**config.mk**
```make
export PLATFORM = sky130hd
export DESIGN_NAME = counter_load_sequencer
export DESIGN_NICKNAME = d
export VERILOG_FILES = /design/src/rtl/counter_load_sequencer.sv
export SDC_FILE = /design/constraint.sdc
export NUM_CORES = 1
export LEC_CHECK = 0
export ABC_CLOCK_PERIOD_IN_PS = 6400
export BUFFER_PORTS_ARGS = -buffer_cell sky130_fd_sc_hd__buf_4
export CORE_MARGIN = 1
export CORE_UTILIZATION = 45
export CTS_BUF_LIST = sky130_fd_sc_hd__clkbuf_4
export CTS_CLUSTER_DIAMETER = 50
export DETAILED_ROUTE_END_ITERATION = 8
export HOLD_SLACK_MARGIN = 0.12
export SYNTH_ARGS = -nofsm -noshare
export SYNTH_HDL_FRONTEND = slang
export SYNTH_SLANG_ARGS = --single-unit
```
**constraint.sdc**
```tcl
create_clock -name clk -period 6.4 [get_ports clk]
set_input_delay 0.32 -clock clk [delete_from_list [all_inputs] [get_ports clk]]
set_output_delay 0.32 -clock clk [all_outputs]
set_load 0.02 [all_outputs]
```
**src/rtl/counter_load_sequencer.sv**
```systemverilog
// -----------------------------------------------------------------------------
// counter_load_sequencer
//
// Upstream feeder for a 6-bit down-counter. Reload values from a producer are
// queued in a small FIFO and launched to the counter one at a time: each launch
// drives din and pulses ena for one cycle. The next launch waits for the rising
// edge of the counter's oflag, so back-to-back count runs need no producer
// timing. A zero reload is discarded, because it would never produce an oflag
// edge.
//
// Optional feature (macro COUNTER_SEQ_TIMEOUT_EN):
//   When defined, a watchdog limits the time spent waiting for oflag to
//   TIMEOUT_CYCLES cycles; on expiry timeout pulses and the sequencer returns to
//   IDLE. When undefined, no watchdog is built and timeout is tied to 0.
//
// Parameters:
//   DEPTH           FIFO entries; power of two, >= 2
//   TIMEOUT_CYCLES  watchdog limit in WAIT (used only with the macro)
//
// Ports:
//   clk      in   system clock, rising edge
//   rst_n    in   asynchronous active-low reset
//   wr_en    in   push wr_data this cycle
//   wr_data  in   [5:0] reload value for the counter
//   full     out  FIFO holds DEPTH entries
//   empty    out  FIFO holds 0 entries
//   ovf      out  1-cycle pulse: a write arrived while full and was dropped
//   oflag    in   counter done flag
//   din      out  [5:0] load value to counter; held until the next launch
//   ena      out  1-cycle load strobe to counter
//   busy     out  1 while in LOAD or WAIT
//   timeout  out  1-cycle watchdog pulse; constant 0 without the macro
// -----------------------------------------------------------------------------
module counter_load_sequencer #(
  parameter int unsigned DEPTH          = 4,
  parameter int unsigned TIMEOUT_CYCLES = 128
) (
  input  logic       clk,
  input  logic       rst_n,
  input  logic       wr_en,
  input  logic [5:0] wr_data,
  output logic       full,
  output logic       empty,
  output logic       ovf,
  input  logic       oflag,
  output logic [5:0] din,
  output logic       ena,
  output logic       busy,
  output logic       timeout
);

  localparam int unsigned AW = $clog2(DEPTH);
  localparam int unsigned PW = AW + 1;

  typedef enum logic [1:0] {
    ST_IDLE,
    ST_LOAD,
    ST_WAIT
  } state_t;

  state_t        state;
  logic [5:0]    mem [DEPTH];
  logic [PW-1:0] wr_ptr;
  logic [PW-1:0] rd_ptr;
  logic [PW-1:0] count;
  logic [5:0]    head;
  logic          push;
  logic          pop;
  logic          oflag_q;
  logic          done;

  // full/empty decode straight from the registered count.
  assign full  = (count == PW'(DEPTH));
  assign empty = (count == '0);

  // A same-cycle pop never makes room for a write: push looks only at full.
  assign push = wr_en && !full;
  assign pop  = (state == ST_IDLE) && !empty;
  assign head = mem[rd_ptr[AW-1:0]];

  // Only the rising edge of oflag counts as completion.
  assign done = oflag && !oflag_q;

  // NOTE: the storage array has no reset; count/empty guarantee that a slot is
  // never read before it has been written, so resetting it buys nothing.
  always_ff @(posedge clk) begin
    if (push) begin
      mem[wr_ptr[AW-1:0]] <= wr_data;
    end
  end

  // NOTE: all state registers use non-blocking assignments so every flop samples
  // the pre-edge values regardless of statement order.
  always_ff @(posedge clk or negedge rst_n) begin
    if (!rst_n) begin
      wr_ptr  <= '0;
      rd_ptr  <= '0;
      count   <= '0;
      ovf     <= 1'b0;
      oflag_q <= 1'b0;
    end else begin
      if (push) wr_ptr <= wr_ptr + 1'b1;
      if (pop)  rd_ptr <= rd_ptr + 1'b1;
      count   <= count + PW'(push) - PW'(pop);
      ovf     <= wr_en && full;
      oflag_q <= oflag;
    end
  end

`ifdef COUNTER_SEQ_TIMEOUT_EN
  localparam int unsigned WW = $clog2(TIMEOUT_CYCLES + 1);

  logic [WW-1:0] wdog;
  logic          unused_ptr_msb;

  assign unused_ptr_msb = wr_ptr[PW-1] ^ rd_ptr[PW-1];

  always_ff @(posedge clk or negedge rst_n) begin
    if (!rst_n) begin
      state   <= ST_IDLE;
      din     <= '0;
      ena     <= 1'b0;
      busy    <= 1'b0;
      timeout <= 1'b0;
      wdog    <= '0;
    end else begin
      ena     <= 1'b0;
      timeout <= 1'b0;
      case (state)
        ST_IDLE: begin
          // The head entry is popped either way; zero is simply dropped.
          if (!empty && (head != 6'd0)) begin
            din   <= head;
            ena   <= 1'b1;
            busy  <= 1'b1;
            state <= ST_LOAD;
          end
        end
        ST_LOAD: begin
          wdog  <= '0;
          state <= ST_WAIT;
        end
        ST_WAIT: begin
          // done has priority over an expiry in the same cycle.
          if (done) begin
            busy  <= 1'b0;
            state <= ST_IDLE;
          end else if (wdog == WW'(TIMEOUT_CYCLES - 1)) begin
            timeout <= 1'b1;
            busy    <= 1'b0;
            state   <= ST_IDLE;
          end else begin
            wdog <= wdog + 1'b1;
          end
        end
        default: begin
          busy  <= 1'b0;
          state <= ST_IDLE;
        end
      endcase
    end
  end
`else
  // Pointer MSBs only matter for wrap bookkeeping, and the watchdog limit has
  // no hardware in this build; fold both into a deliberately unused net.
  logic unused_cfg;

  assign unused_cfg = wr_ptr[PW-1] ^ rd_ptr[PW-1] ^ (^TIMEOUT_CYCLES);
  assign timeout    = 1'b0;

  always_ff @(posedge clk or negedge rst_n) begin
    if (!rst_n) begin
      state <= ST_IDLE;
      din   <= '0;
      ena   <= 1'b0;
      busy  <= 1'b0;
    end else begin
      ena <= 1'b0;
      case (state)
        ST_IDLE: begin
          // The head entry is popped either way; zero is simply dropped.
          if (!empty && (head != 6'd0)) begin
            din   <= head;
            ena   <= 1'b1;
            busy  <= 1'b1;
            state <= ST_LOAD;
          end
        end
        ST_LOAD: begin
          state <= ST_WAIT;
        end
        ST_WAIT: begin
          if (done) begin
            busy  <= 1'b0;
            state <= ST_IDLE;
          end
        end
        default: begin
          busy  <= 1'b0;
          state <= ST_IDLE;
        end
      endcase
    end
  end
`endif

endmodule

```
* Yosys cells after proc, flatten, opt, wreduce, memory -nomap -nowiden
Memories as Yosys holds them, arrays and structs flattened.
Index checks and enable logic that the tools add are counted.
** Cells by class
- Mux-type cells :: 10
- Add/subtract/negate cells :: 4
- Bitwise operators :: 1
- Reduce and logical (&&, ||, !) cells :: 14
- Equal/unequal tests :: 5
** Operators with widths (count)
- $add A3 B1 Y3 const B :: 2
- $mux W1 :: 6
- $pmux W2 S3 :: 1
- $reduce_bool A6 Y1 :: 1
- $logic_and A1 B1 Y1 :: 5
- $mux W2 :: 2
- $reduce_and A2 Y1 :: 2
- $add A3 B1 Y3 :: 1
- $eq A3 B3 Y1 const B :: 1
- $logic_not A1 Y1 :: 3
- $logic_not A3 Y1 :: 1
- $pmux W1 S3 :: 1
- $reduce_and A3 Y1 :: 1
- $sub A3 B1 Y3 :: 1
- $eq A2 B1 Y1 const B :: 1
- $eq A2 B2 Y1 const B :: 1
- $logic_not A2 Y1 :: 1
- $ne A2 B1 Y1 const B :: 1
- $ne A2 B2 Y1 const B :: 1
- $not A1 Y1 :: 1
** Storage, ports and cells
- Memories :: 1
- Bits of input ports :: 10
- Logic and storage cells :: 44
- Register bits :: 21
- RAM bits :: 24
** Memories
- mem :: words 4, bits a word 6, read ports 1, clocked after memory_dff 0, write ports 1, line 62 : logic [5:0] mem [DEPTH];

* Depth between registers and ports, before layout
Gate-level depths: netlist of run 1.
- Word-level depth :: 5
- Gate-level depth with buffers :: 11
- Gate-level depth less buffers :: 11

* Worst setup path after synthesis of run 1
OpenSTA, ideal clock, no wires.
- Kind :: register to register
- Start point :: register count[1]
- End point :: register count[2]
- Required time :: 6.275 ns
- Arrival :: 2.527 ns
- Period minus slack after synthesis :: 2.652 ns
- Cell stages (with the launch flop) :: 11
- Path buffers :: 1
- Path slack :: 3.748 ns
- Cells stage by stage :: dfrtp_1 -> nor3_1 -> nor3_1 -> clkbuf_1 -> ha_1 -> inv_1 -> ha_1 -> inv_1 -> fa_1 -> xnor2_1 -> xnor2_1
** RTL lines
- start, declared :: line 65 : logic [PW-1:0] count;
- start signal, assigned :: line 104 : count <= count + PW'(push) - PW'(pop);
- $logic_not A3 Y1 :: line 74 : assign empty = (count == '0);
- named net empty :: line 43 : output logic empty,
- $logic_not A1 Y1 :: line 78 : assign pop = (state == ST_IDLE) && !empty;
- $logic_and A1 B1 Y1 :: line 78
- named net pop :: line 68 : logic pop;
- $sub A3 B1 Y3 :: line 104
The timed path passes the listed nets, and every way through them passes these cells.
A chain may end at the register's enable or synchronous reset.

* Final worst setup path of run 1
- Start point :: register rd_ptr[0]
- End point :: register busy
** Between the ends
- Cells in the longest elaborated chain, start to end :: 5
** Ends and longest elaborated chain
- start, declared :: line 64 : logic [PW-1:0] rd_ptr;
- start signal, assigned :: line 103 : if (pop) rd_ptr <= rd_ptr + 1'b1;
- $mem_v2 Z4 W6
- $reduce_bool A6 Y1 :: line 182 : if (!empty && (head != 6'd0)) begin
- $logic_and A1 B1 Y1 :: line 182
- $ne A2 B1 Y1 (no line)
- $reduce_and A3 Y1 (no line)
- end signal, assigned :: line 185 : busy <= 1'b1;
- end signal, assigned :: line 194 : busy <= 1'b0;
- end signal, assigned :: line 199 : busy <= 1'b0;
- end, declared :: line 48 : output logic busy,
No other way between the ends.

==> results of run 1 <==
==> final cells by class <==
type | instances | share of cell area, %
clock buffers | 5 | 1.84
clock inverters | 3 | 0.859
inverters | 12 | 2.21
multi-input cells | 50 | 24.8
flip-flops and latches | 43 | 58.7
well taps | 48 | 2.94
repair buffers | 23 | 8.71
==> layer usage <==
metal  vias up  share of wire, %  GRT usage (%)
met4         0               1.0           5.83
met2        22                49           23.6
li1        440                 -              -
met5         -                 0              0
met1       463                46           21.0
met3         5               4.0           4.75
==> state kept, by name, indices dropped and copies added (netlist names) <==
name,cells
busy,1
count,3
din,6
ena,1
mem,24
oflag_q,1
ovf,1
rd_ptr,2
state,2
wr_ptr,2
==> layout by cell type (no fill, tap or decap), types with 2 or more instances in the layout <==
cell type,n
o21ai_0,2
buf_4,21
a22o_1,2
ha_1,6
o21ai_2,4
dlygate4sd3_1,2
and3_1,5
dfrtp_1,19
inv_1,12
nor3_1,2
nand2_1,6
mux2_2,2
clkbuf_4,5
mux4_2,3
edfxtp_1,24
xnor2_1,4
mux4_1,3
==> how the worst max path moves through the flow <==
stage	start	to	slack (ns)	cells after the start
3_5_place_dp	rd_ptr[0]	busy	3.98	4
6_report	rd_ptr[0]	busy	3.95	4
5_1_grt	rd_ptr[0]	busy	3.83	4
3_3_place_gp	rd_ptr[0]	busy	4.04	4
2_1_floorplan	count[1]	count[2]	3.75	10
4_1_cts	rd_ptr[0]	busy	3.93	4
==> cell usage after synthesis, types with 2 or more instances <==
cell type | n | share of area [%]
o21ai_2 | 4 | 2.0
clkbuf_1 | 2 | 0.42
xnor2_1 | 4 | 2.0
ha_1 | 6 | 4.2
o21ai_0 | 2 | 0.56
mux2_2 | 2 | 1.3
inv_1 | 12 | 2.5
dfrtp_1 | 19 | 27
a22o_1 | 2 | 0.99
and3_1 | 5 | 1.8
mux4_1 | 3 | 4.4
edfxtp_1 | 24 | 41
mux4_2 | 3 | 3.8
nor3_1 | 2 | 0.56
nand2_1 | 6 | 1.3
==> metrics by stage <==
stage / setup slack (ns) / instances / instance area (um2) / utilization [%] / total power, mW
6_report: 3.95 / 184 / 2040 / 54.9 / 0.963
5_1_grt: 3.83 / 184 / 2040 / 54.9 / 1.05
3_3_place_gp: 4.04 / 174 / 1960 / 52.9 / 0.832
2_1_floorplan: 3.75 / 109 / 1770 / - / 0.735
4_1_cts: 3.93 / 184 / 2040 / 54.9 / 0.980
3_5_place_dp: 3.98 / 174 / 1960 / 52.9 / 0.853
==> timing repair <==
action                    CTS  global route
hold endpoints to repair   20             0
gates resized for setup     0             0
setup buffers               0             0
hold buffers                2             0
==> cells by family (layout without fill, tap and decap cells) <==
| family | count (synthesis) | after routing | share of synthesized area, % |
|---|---|---|---|
| DFF | 43 | 43 | 67.5 |
| and+or+nand+nor | 17 | 17 | 5.15 |
| buffers and inverters | 16 | 43 | 4.02 |
| AOI/OAI and AO/OA | 12 | 12 | 5.79 |
| muxes | 8 | 8 | 9.53 |
| adders and majority gates | 7 | 7 | 5.36 |
| xor gates and xnor gates | 5 | 5 | 2.47 |
| other | 1 | 1 | 0.212 |
==> report_power, final <==
| group | switching, mW | internal (mW) | leakage, nW | total (mW) |
|---|---|---|---|---|
| sequential | 0.0608 | 0.387 | 0.448 | 0.447 |
| clock | 0.0826 | 0.0424 | 0.0330 | 0.125 |
| combinational | 0.200 | 0.190 | 0.391 | 0.391 |
| total | 0.344 | 0.619 | 0.873 | 0.963 |
==> results_dict.tcl, run 1 <==
set metrics [dict create \
    htreeDepth 2 \
    drtPass1Iterations 4 \
    initial_core_util_pct 47.7 \
    multiInputGateArea_um2 505 \
    ys_types 28 \
    ant_nets 0 \
    vias 930 \
    arrival_ns 2.67 \
    drtIter0Drc 28 \
    hold_end "mem[2][3]" \
    dieWidth_um 64.8 \
    clock-sinks 43 \
    drc 0 \
    cts_buffer_depth 2 \
    timing.hold.ws_ns 0.172 \
    syn-num-nets 126 \
    diodes 0 \
    grt_max_degree 20 \
    worstHoldStart "wr_data[3]" \
    cp_max_fo 8 \
    timing.rr.start "rd_ptr[0]" \
    routabilityCongestion 0.661 \
    rsz0062_at_grt "false" \
    cts.root.buffer_cell "clkbuf_4" \
    grt_antenna_before_repair 0 \
    whs_path_depth 1 \
    fin_crit_ns 2.45 \
    nets 152 \
    cts_tree "built" \
    cp_cell_sequence "mux4_2 > or4_4 > o31a_4 > a21o_1" \
    crit_required_ns 6.63 \
    grt_first_pass_wirelength_um 4510 \
    portBuffers 20 \
    r2r-end "busy" \
    ys_seq_area_share_pct 67.5 \
    grtUsageTotal_pct 15.5 \
    path_delay_family "flip-flops" \
    crit_slowest_cell "dfrtp_1" \
    core_um2 3720 \
    synth_async_sr_flop_share_pct 44.2 \
    synth_cells 109 \
    p_per_area_nw_per_um2 472 \
    layout-drive-gt1-share_pct 29.4 \
    clk_pin_slew_worst_paths_ns 0.12 \
    ys_warn_count 0 \
    power_leakage_nw 0.873 \
    crit_path_end_kind "register" \
    regArea_um2 1200 \
    areaGrowthSynthToFinish_pct 15.0 \
    synth-main-ff-cell "edfxtp_1" \
    cp.buffers_inverters 0 \
    core.rowCount 22 \
    hp-class "in2reg" \
    synth_edf_count 24 \
    synth-seq-cells 43 \
    fill_cells 319 \
    hold_viol 0 \
    outcome "complete, no violations" \
    synth_area_per_cell_um2 16.3 \
    r2r_slack_ns 3.95 \
    slowest_delay_ns 0.61 \
    ioPinCount 22 \
    grt_overflow 0 \
    peakVddDrop_uv 182 \
    grt_pass1_vias 909 \
    via_per_inst 5.05 \
    dp_hpwl_um 2000 \
    final.setup_skew_ns 0.0174 \
    routed_wl_um 2660 \
    path_class "reg2reg" \
    worst_setup_path_start_kind "register" \
    die_area_um2 4200 \
    clk_latency_ns 0.34 \
    slew_viol_final 0 \
    max_freq_mhz 408 \
    numCtsBuffers 5 \
    ff2ff_path_depth 4 \
    die_y_um 64.8 \
    fin_setup_tns_ns 0 \
    netlist_area_um2 1770 \
    wire_per_inst_um 14.4 \
    fin_crit_sh_pct 38.3 \
    cap_violations 0 \
    setup-violations-final 0 \
]
(Power assumes the default switching activity.)
==> inputs of run 2 (changes only) <==
--- a/config.mk
+++ b/config.mk
@@ -5,7 +5,8 @@
 export SDC_FILE = /design/constraint.sdc
 export NUM_CORES = 1
 export LEC_CHECK = 0
-export ABC_CLOCK_PERIOD_IN_PS = 6400
+export ABC_AREA = 1
+export ABC_CLOCK_PERIOD_IN_PS = 2100
 export BUFFER_PORTS_ARGS = -buffer_cell sky130_fd_sc_hd__buf_4
 export CORE_MARGIN = 1
 export CORE_UTILIZATION = 45
@@ -13,6 +14,7 @@
 export CTS_CLUSTER_DIAMETER = 50
 export DETAILED_ROUTE_END_ITERATION = 8
 export HOLD_SLACK_MARGIN = 0.12
+export PLACE_DENSITY = 0.67
 export SYNTH_ARGS = -nofsm -noshare
 export SYNTH_HDL_FRONTEND = slang
 export SYNTH_SLANG_ARGS = --single-unit
==> constraint.sdc (replaced) <==
create_clock -name clk -period 2.1 [get_ports clk]
set_input_delay 0.105 -clock clk [delete_from_list [all_inputs] [get_ports clk]]
set_output_delay 0.105 -clock clk [all_outputs]
set_load 0.02 [all_outputs]
==> run 2 against run 1 <==
Effect of this change:
- global-route usage rose by 1.6 points
- hold slack worse by 0.041 ns
- critical path type unchanged
- synthesized cell count grew 50%
==> results_dict.tcl, run 2 <==
set metrics [dict create \
    htreeDepth 2 \
    layout-drive-gt1-share_pct 25.6 \
    hold_viol 0 \
    synthAdderAreaFrac_pct 5.27 \
    routed_wl_um 3220 \
    synth_top_area_share_pct 40.0 \
    portBuffers 20 \
    via_per_inst 4.65 \
    grt_max_degree 20 \
    dp_hpwl_um 2170 \
    vias 1186 \
    p_int_mw 1.93 \
    cts.root.buffer_cell "clkbuf_4" \
    diodes 0 \
    grt_overflow 0 \
    die_area_um2 4260 \
    synth_compound_area_share_pct 2.64 \
    grt_antenna_before_repair 0 \
    synth_edf_count 24 \
    peakVddDrop_uv 624 \
    p_sw_share_pct 40.2 \
    ant_nets 0 \
    die_y_um 65.3 \
    clk_latency_ns 0.36 \
    synth_xor_area_share_pct 2.43 \
    synth_top_area_cell "edfxtp_1" \
    netlist_area_um2 1800 \
    areaGrowthSynthToFinish_pct 24.6 \
    power_leakage_nw 1.04 \
    yosys.area_share.simple_pct 16.0 \
    yosys-top-cells-area "edfxtp_1, dfrtp_1, nand2_1, inv_1, ha_1" \
    wire_per_inst_um 12.6 \
    largest_reg_flops 24 \
    clk_pin_slew_worst_paths_ns 0.13 \
    arrival_ns 2.25 \
    synthTopCellsByCount "nand2_1, edfxtp_1, inv_1" \
    synthMuxAreaShare_pct 0 \
    nets 223 \
    initial_core_util_pct 48.2 \
    fill_cells 314 \
    crit_path_end_kind "register" \
    crit_required_ns 2.34 \
    final_cell_mix "nand2_1, buf_4, edfxtp_1" \
    max_freq_mhz 497 \
    p_per_area_nw_per_um2 1430 \
    dieWidth_um 65.3 \
    path_class "reg2reg" \
    fin_crit_ns 2.01 \
    hp-class "in2async" \
    p_clk_share_pct 12.5 \
    ys_warn_count 0 \
    layout_commonest_cell "nand2_1" \
    synth_async_sr_flop_share_pct 44.2 \
    synth.most_common_cell "nand2_1" \
    synth_area_per_cell_um2 11.0 \
    drtPass1Iterations 4 \
    cts_tree "built" \
    synth_top_family_by_area "simple AND/OR/NAND/NOR gates" \
    worst_slack_ns 0.0892 \
    p_seq_share_pct 42.6 \
    place_ws_ns 0.0354 \
    grt_pass1_vias 1102 \
    cap_violations 0 \
    ys_seq_area_share_pct 66.3 \
    routabilityCongestion 0.745 \
    r2r_slack_ns 0.09 \
    drtIter0Drc 59 \
    fin_crit_sh_pct 95.8 \
    syn-num-nets 181 \
    numCtsBuffers 5 \
    slew_viol_final 0 \
    ioPinCount 22 \
    synth_cells 164 \
    drc 0 \
    cp_max_fo 3 \
    grtUsageTotal_pct 17.1 \
    switchingPower_mw 1.29 \
    cts_buffer_depth 2 \
    ys_types 20 \
    timing.hold.ws_ns 0.131 \
    setup-violations-final 0 \
    comb_power_share_pct 44.9 \
    core_um2 3740 \
    synth-seq-cells 43 \
    grt_first_pass_wirelength_um 5050 \
    outcome "complete, no violations" \
    final.setup_skew_ns 0.0174 \
    clock-sinks 43 \
    core.rowCount 22 \
    synth-main-ff-cell "edfxtp_1" \
    worst_setup_path_start_kind "register" \
]
## run 2: changes by cell type after synthesis, moves of 3 or more
cell and change:
inv_1 +10, o21ai_2 -4, xor2_1 +3, xnor2_1 -3, nand2_1 +42, mux4_1 -3, nor2_1 +9, mux4_2 -3
and3_1 -5, nand3_1 +12
## run 2: final timing paths
check | from | to | depth (start not counted)
worst min-delay path | rst_n | rd_ptr[1] | 2
worst min register to register | busy | busy | 2
worst max register to register | count[1] | count[2] | 12
min in group clk | oflag | oflag_q | 2
worst max-delay path | count[1] | count[2] | 12
max in group asynchronous | rst_n | count[1] | 2
## run 2: repair_timing
item,4_1_cts,5_1_grt
endpoints found under the hold margin,45,0
resized for setup,0,5
hold buffers,9,0
buffers inserted,0,3
setup endpoints to repair,0,1
## run 2: cell type report
cell class | instances | area [um2] | area share, %
multi-input cells | 94 | 528 | 23.5
clock inverters | 2 | 12.5 | 0.557
clock buffers | 6 | 45.0 | 2.00
repair buffers | 39 | 315 | 14.0
well taps | 48 | 60.1 | 2.67
flip-flops and latches | 43 | 1200 | 53.4
inverters | 23 | 86.3 | 3.84
## run 2: cells by family after synthesis
family	Yosys count
and+or+nand+nor	72
DFF	43
AOI/OAI and AO/OA	9
adders and majority gates	7
buffers and inverters	27
other	1
xor gates and xnor gates	5
## run 2: power groups by stage
stage	combinational [mW]	sequential [mW]	clock, mW
after CTS	1.39	1.36	0.417
after global placement	1.31	1.36	0
after global routing	1.65	1.40	0.456
final	1.45	1.37	0.404
after floorplan	0.892	1.45	0
after detailed placement	1.38	1.38	0
## run 2: through the flow
stage          setup TNS (ns)  utilization [%]  std cells  instance area, um2  total power, mW
3_5_place_dp                0             55.1        235                2060             2.76
4_1_cts                     0             59.1        252                2210             3.17
5_1_grt               -0.0132             60.0        255                2250             3.50
3_3_place_gp                0             55.1        235                2060             2.68
2_1_floorplan        -0.00185                -        164                1840             2.34
6_report                    0             60.0        255                2250             3.22
## run 2: worst max-delay path, cell delays in order, from the launching register on
cell     delay, ns
dfrtp_2       0.46
inv_2         0.08
nand2_2       0.06
nor2_4        0.09
inv_2         0.05
nand2_4       0.06
ha_1          0.22
inv_1         0.05
ha_1          0.13
inv_1         0.05
fa_2          0.37
xnor2_2       0.14
xor2_1        0.14
## run 2: per-layer routing
metal  share of wire (%)  up-vias  global-route usage [%]
li1                    -      600                       -
met1                  46      550                    19.7
met2                  47       31                    27.8
met3                 4.9        5                    5.90
met4                 2.3        0                    8.97
met5                   0        -                       0
==> inputs of run 3 (changes only) <==
--- a/config.mk
+++ b/config.mk
@@ -6,7 +6,7 @@
 export NUM_CORES = 1
 export LEC_CHECK = 0
 export ABC_AREA = 1
-export ABC_CLOCK_PERIOD_IN_PS = 2100
+export ABC_CLOCK_PERIOD_IN_PS = 2000
 export BUFFER_PORTS_ARGS = -buffer_cell sky130_fd_sc_hd__buf_4
 export CORE_MARGIN = 1
 export CORE_UTILIZATION = 45
@@ -14,7 +14,7 @@
 export CTS_CLUSTER_DIAMETER = 50
 export DETAILED_ROUTE_END_ITERATION = 8
 export HOLD_SLACK_MARGIN = 0.12
-export PLACE_DENSITY = 0.67
+export RECOVER_POWER = 100
 export SYNTH_ARGS = -nofsm -noshare
 export SYNTH_HDL_FRONTEND = slang
 export SYNTH_SLANG_ARGS = --single-unit
==> constraint.sdc (replaced) <==
create_clock -name clk -period 2 [get_ports clk]
set_input_delay 0.1 -clock clk [delete_from_list [all_inputs] [get_ports clk]]
set_output_delay 0.1 -clock clk [all_outputs]
set_load 0.02 [all_outputs]
==> run 3 against run 2 <==
Effect of this change:
- global-route usage rose by 1.4 points
- clock skew shrank 0.0097 ns
- fmax increased by 1.4%
- first-iteration DRC count increased by 37%
- final cell count increased by 6.3%
- largest power group unchanged
==> results_dict.tcl, run 3 (synthesis gave the netlist of run 2 again) <==
set metrics [dict create \
    hold_end "oflag_q" \
    cts_buffer_depth 2 \
    dieWidth_um 65.3 \
    r2r-end "count[2]" \
    wire_per_inst_um 12.7 \
    clk_latency_ns 0.34 \
    worst_setup_path_start_kind "register" \
    dp_hpwl_um 2230 \
    power_leakage_nw 1.08 \
    whs_path_depth 2 \
    vias 1254 \
    crit_top_cell "inv_2" \
    arrival_ns 2.21 \
    final_area_um2 2410 \
    rsz0062_at_grt "true" \
    largest_reg_flops 24 \
    grt_overflow 0 \
    cap_violations 0 \
    path_class "reg2reg" \
    slowest_delay_ns 0.45 \
    hold_viol 0 \
    core.rowCount 22 \
    routabilityCongestion 0.714 \
    ff2ff_path_depth 12 \
    htreeDepth 2 \
    fin_crit_sh_pct 99.1 \
    layout_commonest_cell "nand2_1" \
    fin_setup_tns_ns 0 \
    diodes 0 \
    portBuffers 20 \
    routed_wl_um 3450 \
    cp_cell_sequence "inv_2 > nand2_2 > nor2_4 > inv_2 > nand2_4 > ha_4 > inv_4 > ha_4 > inv_2 > fa_2 > xnor2_2 > xor2_1" \
    grt_max_degree 20 \
    cp.buffers_inverters 4 \
    clock-sinks 43 \
    nets 239 \
    cp_max_fo 3 \
    cts_tree "built" \
    numCtsBuffers 5 \
    drtIter0Drc 81 \
    drc 0 \
    grt_antenna_before_repair 0 \
    clk_pin_slew_worst_paths_ns 0.12 \
    ioPinCount 22 \
    timing.rr.start "count[1]" \
    via_per_inst 4.63 \
    placed_area_um2 2080 \
    cts.root.buffer_cell "clkbuf_4" \
    grt_first_pass_wirelength_um 5820 \
    hp-class "in2reg" \
    slew_viol_final 0 \
    layout-drive-gt1-share_pct 25.1 \
    crit_slowest_cell "dfrtp_1" \
    relSlewSlack_pct 30.5 \
    tightest_slew_ns 1.04 \
    r2r_slack_ns 0.02 \
    outcome "complete, no violations" \
    core_um2 3740 \
    final_cell_mix "nand2_1, buf_4, edfxtp_1" \
    areaGrowthSynthToFinish_pct 33.4 \
    initial_core_util_pct 48.2 \
    crit_required_ns 2.23 \
    grtUsageTotal_pct 18.5 \
    fin_crit_ns 1.98 \
    fill_cells 331 \
    final.setup_skew_ns 0.00769 \
    grt_pass1_vias 1255 \
    die_area_um2 4260 \
    path_delay_family "adder cells" \
    ant_nets 0 \
    p_per_area_nw_per_um2 1620 \
    worstHoldStart "oflag" \
    crit_path_end_kind "register" \
    power_mw 3.90 \
    drtPass1Iterations 4 \
    peakVddDrop_uv 763 \
    max_freq_mhz 504 \
    setup-violations-final 0 \
    die_y_um 65.3 \
]
==> run 3: cell types whose count changed in the layout (fill, tap and decap cells not counted), moves of 2 or more <==
cell       change
buf_6          +2
ha_4           +2
inv_1          -2
clkbuf_1      +16
bufinv_16      +2
ha_1           -2
buf_4          -4
==> run 3: report_power, final <==
group | internal [mW] | switching (mW) | leakage (nW)
clock network | 0.404 | 0.269 | 0.0559
registers | 1.24 | 0.182 | 0.447
logic | 0.808 | 1.00 | 0.580
total | 2.45 | 1.45 | 1.08
==> run 3: stage by stage <==
stage               setup WS (ns)  util [%]  cells  hold WS (ns)
floorplan                  -0.102         -    164        -0.196
global placement           0.0475      55.5    237       -0.0154
detailed placement        -0.0138      55.5    237      -0.00890
CTS                       -0.0360      65.0    269         0.158
global route               -0.108      64.3    271         0.436
finish                     0.0176      64.3    271         0.446
==> run 3: repair_timing <==
action                     in CTS  in global routing
gates resized for setup         8                  5
pin swaps                       6                  6
hold buffers                    9                  0
setup buffers                  15                  3
hold endpoints to repair       45                  0
setup endpoints to repair       1                  2
cloned                          0                  0
==> run 3: worst reg2reg max path, stage by stage, from the launching register on <==
cell and delay, ns:
dfrtp_1 0.45, inv_2 0.08, nand2_2 0.06, nor2_4 0.11, inv_2 0.05, nand2_4 0.08
ha_4 0.21, inv_4 0.05, ha_4 0.12, inv_2 0.03, fa_2 0.35, xnor2_2 0.14
xor2_1 0.14
==> run 3: worst max path at each step <==
stage | depth (start not counted) | end | slack (ns) | start
after detailed placement | 9 | count[2] | -0.01 | count[0]
after global routing | 12 | count[2] | -0.11 | count[1]
after floorplan | 9 | count[2] | -0.10 | count[0]
after global placement | 9 | count[2] | 0.05 | count[0]
after CTS | 11 | count[2] | -0.04 | count[0]
final | 12 | count[2] | 0.02 | count[1]
==> run 3: cell type report <==
type / count / area (um2) / area share (%)
clock buffer: 6 / 45.0 / 1.87
clock inverter: 2 / 60.1 / 2.50
inverter: 23 / 88.8 / 3.69
multi-input combinational: 94 / 558 / 23.2
sequential: 43 / 1200 / 49.8
tap: 48 / 60.1 / 2.50
timing repair buffer: 55 / 395 / 16.4
==> run 3: routing by layer <==
layer	up-vias	share of wire (%)	global-route usage, %
li1	634	-	-
met1	590	46	23.9
met2	28	50	31.4
met3	2	3.9	4.86
met4	0	0.35	3.26
met5	-	0	0
